[src/rtl/tcm_port_arb.sv]
// Two-port (core pipeline + AHB) arbiter and SRAM front-end for one TCM bank.
// Optional fair arbitration with an AHB starvation counter: define KRV_TCM_FAIR_ARB_EN.
module tcm_port_arb #(
    parameter logic [31:0] BASE_ADDR    = 32'h0000_0000,
    parameter int          AW           = 12,
    parameter int          STARVE_LIMIT = 4
) (
    input  logic          HCLK,
    input  logic          HRESETn,
    input  logic          core_req,
    input  logic [31:0]   core_addr,
    input  logic          core_wr1_rd0,
    input  logic [3:0]    core_byte_strobe,
    input  logic [31:0]   core_wdata,
    output logic          core_gnt,
    output logic [31:0]   core_rdata,
    output logic          core_rdata_valid,
    input  logic          AHB_tcm_access,
    input  logic [31:0]   AHB_tcm_addr,
    input  logic          AHB_tcm_rd0_wr1,
    input  logic [3:0]    AHB_tcm_byte_strobe,
    input  logic [31:0]   AHB_tcm_write_data,
    output logic [31:0]   AHB_tcm_read_data,
    output logic          AHB_tcm_read_data_valid,
    output logic          sram_cs,
    output logic          sram_we,
    output logic [AW-1:0] sram_addr,
    output logic [3:0]    sram_be,
    output logic [31:0]   sram_wdata,
    input  logic [31:0]   sram_rdata
);

    logic          pend_valid_q, pend_valid_d;
    logic [AW-1:0] pend_addr_q, pend_addr_d;
    logic [3:0]    pend_be_q, pend_be_d;
    logic          pend_we_q, pend_we_d;
    logic [31:0]   pend_wdata_q, pend_wdata_d;
    logic [1:0]    tag_q, tag_d;
    logic [3:0]    starve_cnt_q, starve_cnt_d;

    logic [31:0]   core_off_s, ahb_off_s;
    logic [AW-1:0] core_waddr_s, live_waddr_s;
    logic          ahb_live_s, ahb_src_s, force_ahb_s, core_win_s, ahb_win_s;
    logic [AW-1:0] ahb_waddr_s;
    logic [3:0]    ahb_be_s;
    logic          ahb_we_s;
    logic [31:0]   ahb_wdata_s;
    logic          unused_bits_s;

    assign core_off_s   = core_addr - BASE_ADDR;
    assign ahb_off_s    = AHB_tcm_addr - BASE_ADDR;
    assign core_waddr_s = core_off_s[AW+1:2];
    assign live_waddr_s = ahb_off_s[AW+1:2];

    // A live pulse is ignored while a pending entry exists; pending always wins the AHB side.
    assign ahb_live_s  = AHB_tcm_access && !pend_valid_q;
    assign ahb_src_s   = pend_valid_q || ahb_live_s;
    assign ahb_waddr_s = pend_valid_q ? pend_addr_q  : live_waddr_s;
    assign ahb_be_s    = pend_valid_q ? pend_be_q    : AHB_tcm_byte_strobe;
    assign ahb_we_s    = pend_valid_q ? pend_we_q    : AHB_tcm_rd0_wr1;
    assign ahb_wdata_s = pend_valid_q ? pend_wdata_q : AHB_tcm_write_data;

`ifdef KRV_TCM_FAIR_ARB_EN
    assign force_ahb_s   = pend_valid_q && (starve_cnt_q >= 4'(STARVE_LIMIT));
    assign unused_bits_s = ^{core_off_s[31:AW+2], core_off_s[1:0],
                             ahb_off_s[31:AW+2], ahb_off_s[1:0]};
`else
    assign force_ahb_s   = 1'b0;
    assign unused_bits_s = ^{core_off_s[31:AW+2], core_off_s[1:0],
                             ahb_off_s[31:AW+2], ahb_off_s[1:0],
                             starve_cnt_q, 4'(STARVE_LIMIT)};
`endif

    assign core_win_s = core_req && !force_ahb_s;
    assign ahb_win_s  = ahb_src_s && !core_win_s;
    assign core_gnt   = core_win_s;

    assign core_rdata              = sram_rdata;
    assign AHB_tcm_read_data       = sram_rdata;
    assign core_rdata_valid        = (tag_q == 2'b01);
    assign AHB_tcm_read_data_valid = tag_q[1];

    // SRAM port mux: reads always use a full byte mask.
    always_comb begin
        sram_cs    = 1'b0;
        sram_we    = 1'b0;
        sram_addr  = '0;
        sram_be    = 4'h0;
        sram_wdata = 32'h0;
        if (core_win_s) begin
            sram_cs    = 1'b1;
            sram_we    = core_wr1_rd0;
            sram_addr  = core_waddr_s;
            sram_be    = core_wr1_rd0 ? core_byte_strobe : 4'hF;
            sram_wdata = core_wr1_rd0 ? core_wdata : 32'h0;
        end else if (ahb_win_s) begin
            sram_cs    = 1'b1;
            sram_we    = ahb_we_s;
            sram_addr  = ahb_waddr_s;
            sram_be    = ahb_we_s ? ahb_be_s : 4'hF;
            sram_wdata = ahb_we_s ? ahb_wdata_s : 32'h0;
        end else begin
            sram_cs    = 1'b0;
        end
    end

    // Next-state for holding register, response tag and starvation counter.
    always_comb begin
        pend_valid_d = pend_valid_q;
        pend_addr_d  = pend_addr_q;
        pend_be_d    = pend_be_q;
        pend_we_d    = pend_we_q;
        pend_wdata_d = pend_wdata_q;
        starve_cnt_d = starve_cnt_q;
        tag_d        = 2'b00;

        if (ahb_live_s && !ahb_win_s) begin
            pend_valid_d = 1'b1;
            pend_addr_d  = live_waddr_s;
            pend_be_d    = AHB_tcm_byte_strobe;
            pend_we_d    = AHB_tcm_rd0_wr1;
            pend_wdata_d = AHB_tcm_write_data;
        end else if (pend_valid_q && ahb_win_s) begin
            pend_valid_d = 1'b0;
        end else begin
            pend_valid_d = pend_valid_q;
        end

        if (core_win_s) begin
            tag_d = {1'b0, !core_wr1_rd0};
        end else if (ahb_win_s) begin
            tag_d = {1'b1, !ahb_we_s};
        end else begin
            tag_d = 2'b00;
        end

`ifdef KRV_TCM_FAIR_ARB_EN
        if (ahb_win_s) begin
            starve_cnt_d = 4'd0;
        end else if (pend_valid_q && core_win_s) begin
            starve_cnt_d = starve_cnt_q + 4'd1;
        end else begin
            starve_cnt_d = starve_cnt_q;
        end
`else
        starve_cnt_d = 4'd0;
`endif
    end

    // State registers; reset drops any pending entry and outstanding strobe.
    always_ff @(posedge HCLK or negedge HRESETn) begin
        if (!HRESETn) begin
            pend_valid_q <= 1'b0;
            pend_addr_q  <= '0;
            pend_be_q    <= 4'h0;
            pend_we_q    <= 1'b0;
            pend_wdata_q <= 32'h0;
            tag_q        <= 2'b00;
            starve_cnt_q <= 4'd0;
        end else begin
            pend_valid_q <= pend_valid_d;
            pend_addr_q  <= pend_addr_d;
            pend_be_q    <= pend_be_d;
            pend_we_q    <= pend_we_d;
            pend_wdata_q <= pend_wdata_d;
            tag_q        <= tag_d;
            starve_cnt_q <= starve_cnt_d;
        end
    end

endmodule

[config.mk]
export PLATFORM = sky130hd
export DESIGN_NAME = tcm_port_arb
export DESIGN_NICKNAME = d
export VERILOG_FILES = /design/src/rtl/tcm_port_arb.sv
export SDC_FILE = /design/constraint.sdc
export NUM_CORES = 1
export LEC_CHECK = 0
export CORE_AREA = 3 3 110 112
export CTS_BUF_LIST = sky130_fd_sc_hd__clkbuf_16
export CTS_CLUSTER_DIAMETER = 50
export CTS_CLUSTER_SIZE = 10
export DETAILED_ROUTE_END_ITERATION = 8
export DIE_AREA = 0 0 113 115
export PLACE_DENSITY = 0.82
export SLEW_MARGIN = 30
export SYNTH_ARGS = -nofsm -noshare
export SYNTH_HDL_FRONTEND = slang
export SYNTH_SLANG_ARGS = --single-unit
[constraint.sdc]
create_clock -name HCLK -period 3.1 [get_ports HCLK]
set_clock_uncertainty 0.05 [all_clocks]
set_input_delay 0.62 -clock HCLK [delete_from_list [all_inputs] [get_ports HCLK]]
set_output_delay 0.62 -clock HCLK [all_outputs]
set_load 0.01 [all_outputs]
==> results.json <==
{
  "status": "finished clean",
  "port_buffers": 154,
  "wl_per_cell_um": 16.39,
  "reg2reg_from": "pend_valid_q",
  "timing.hold.ws_ns": 0.2580,
  "wl_mm": 9.487,
  "met3_length_um": 794,
  "critPathCapture": "sram_be[3]",
  "hold_class": "primary input to asynchronous set/reset pin",
  "cts.sinks": 52,
  "drc": 0,
  "core_area_um2": 11320,
  "reg2reg_depth": 5,
  "clockRootBuffer": "clkbuf_16",
  "fp.dieW_um": 113,
  "avgSynthCellArea_um2": 9.942,
  "synth-warning-count": 0,
  "placementRows": 39,
  "path_max_fanout": 4,
  "maxUsedRoutingLayer": "met4",
  "place_congestion": 0.7421,
  "fin_area_um2": 4992,
  "htreeDepth": 2,
  "grt_max_degree": 51,
  "period_needed_ns": 3.049,
  "drive_gt1_share_pct": 16.74,
  "worst_slew_pin_slew_ns": 0.5406,
  "hpwl_mm": 7.359,
  "avgViaCountPerCell": 4.867,
  "maxCapViolCount": 0,
  "worst_slack_ns": 0.05101,
  "max_freq_mhz": 328.0,
  "syn-num-nets": 525,
  "yosysUniqueCellTypes": 23,
  "hold_violations": 0,
  "clk_latency_ns": 0.28,
  "postSynthCellCount": 351,
  "first_iter_violations": 93,
  "grt.total_usage_pct": 13.54,
  "r2r_slack_ns": 1.52,
  "crit_arrival_ns": 2.38,
  "fin_crit_sh_pct": 98.35,
  "cp.required_ns": 2.43,
  "slew_headroom_pct": 63.96,
  "start_util_pct": 30.82,
  "reg2reg_to": "pend_wdata_q[22]",
  "slew_violations": 0,
  "setup_violations": 0,
  "area_delta_synth_final_pct": 43.06,
  "tns_ns": 0,
  "m1WireLength_mm": 3.445,
  "wl_met2_mm": 5.012,
  "grt_pass1_vias": 2889,
  "cts_tree": "built",
  "ys_seq_area_share_pct": 37.29,
  "die_area_um2": 13000,
  "fp.dieH_um": 115,
  "place_area_um2": 4737,
  "crit_type": "primary input to output pin",
  "clk_pin_slew_ns": 0.07,
  "end_kind": "output pin",
  "cts_buffers": 5,
  "synth-seq-cells": 52,
  "diodes": 0,
  "antenna_found_initial": 0,
  "crit_path_start_kind": "primary input",
  "ant_nets": 0,
  "ios": 291,
  "vdd_drop_max_uv": 228.7,
  "syn_area_um2": 3490,
  "cts.path.max_buffers": 2,
  "pre_cts_ws_ns": -0.1984,
  "power.total_uw": 2116,
  "grt_pass1_wl_mm": 14.32,
  "route.vias.total": 2818,
  "leakage_uw": 0.002468,
  "cts_hold_buf": 0,
  "dr.pass1.iters": 4,
  "overflow": 0,
  "crit_start": "AHB_tcm_access",
  "finalNetCount": 609,
  "pwr_density_cell_nw_per_um2": 423.9
}
-- critical path: stages --
cell and delay (ns):
clkdlybuf4s50_1 0.53, nor2b_4 0.24, a221oi_1 0.09, o21ai_0 0.30, clkdlybuf4s50_1 0.60
-- state kept, by name (all words and copies together), names as in the netlist --
signal,flops
pend_wdata_q,32
pend_addr_q,12
pend_be_q,4
tag_q,2
pend_valid_q,1
pend_we_q,1
-- layout make-up --
cell class | instances | area (µm²)
clock inverters | 3 | 42.54
inverters | 1 | 3.754
well taps | 143 | 178.9
fillers | 1068 | 6329
clock buffers | 5 | 125.1
repair buffers | 166 | 1764
multi-input cells | 209 | 1575
flip-flops and latches | 52 | 1303
-- worst min-delay path by stage --
stage                                   to        startpoint  slack [ns]  cells past startpoint
after global placement        pend_be_q[3]      pend_be_q[3]        0.44                      1
after global routing       pend_wdata_q[6]           HRESETn        0.30                      1
after floorplan             pend_addr_q[0]           HRESETn        0.27                      0
after CTS                  pend_wdata_q[6]           HRESETn        0.28                      1
final                      pend_wdata_q[6]           HRESETn        0.26                      1
after detailed placement  pend_wdata_q[16]  pend_wdata_q[16]        0.44                      1
-- layer usage --
layer,vias to the layer above,GRT usage (%)
met1,1331,14.57
met4,0,4.888
met2,151,25.24
met5,-,0
li1,1312,-
met3,24,3.895
-- cell families after synthesis --
family                 Yosys count  share of synthesized area, %
and+or+nand+nor                 62                         8.032
AOI/OAI and AO/OA               66                         10.90
buffers and inverters           90                         17.71
muxes                           81                         26.07
DFF                             52                         37.29
-- layout by cell type, fill, tap and decap left out --
master           instances
nor2b_4                  1
or3_1                    1
nor2b_1                  7
o31ai_2                  1
clkinv_4                 1
buf_2                    1
nand3b_1                 1
buf_12                   5
a21o_1                   1
mux2i_1                 32
and2_1                   1
inv_1                    1
bufinv_16                1
nor3b_1                  1
o21ai_0                 48
clkdlybuf4s50_1        117
dlymetal6s2s_1          32
a22oi_1                 12
a221oi_1                 4
mux2_4                  10
clkbuf_16                5
mux2_2                  39
dlygate4sd2_1            4
clkinv_1                 1
nand2_1                 47
nand2_4                  1
dfrtp_2                  1
nor2_1                   2
dfrtp_1                 51
buf_4                    7
-- cells in the mapped netlist (all sizes together) --
master | number | area share, %
buf | 79 | 17
or3 | 1 | 0.18
clkbuf | 10 | 1.1
a221oi | 4 | 1.0
nor2 | 2 | 0.22
dfrtp | 52 | 37
nor2b | 8 | 1.6
mux2 | 49 | 17
and2 | 1 | 0.18
o31ai | 1 | 0.22
nor3b | 1 | 0.22
nand3b | 1 | 0.22
inv | 1 | 0.11
a22oi | 12 | 2.6
nand2 | 48 | 5.4
a21o | 1 | 0.22
o21ai | 48 | 6.9
mux2i | 32 | 9.2
-- power by group --
group	switching [µW]	internal, µW
logic	234	397
registers	65.8	803
clock network	238	379
total	537	1580
-- what timing repair did --
item,4_1_cts,5_1_grt
pin swaps,0,1
setup endpoints to repair,9,34
setup buffers,0,1
cloned,0,0
resized for setup,5,32
-- metrics by stage --
step,instances,utilization (%)
floorplan,351,-
global placement,570,41.84
detailed placement,570,41.84
CTS,578,43.32
global route,579,44.10
finish,579,44.10
Power figures use the tool's default switching activity.
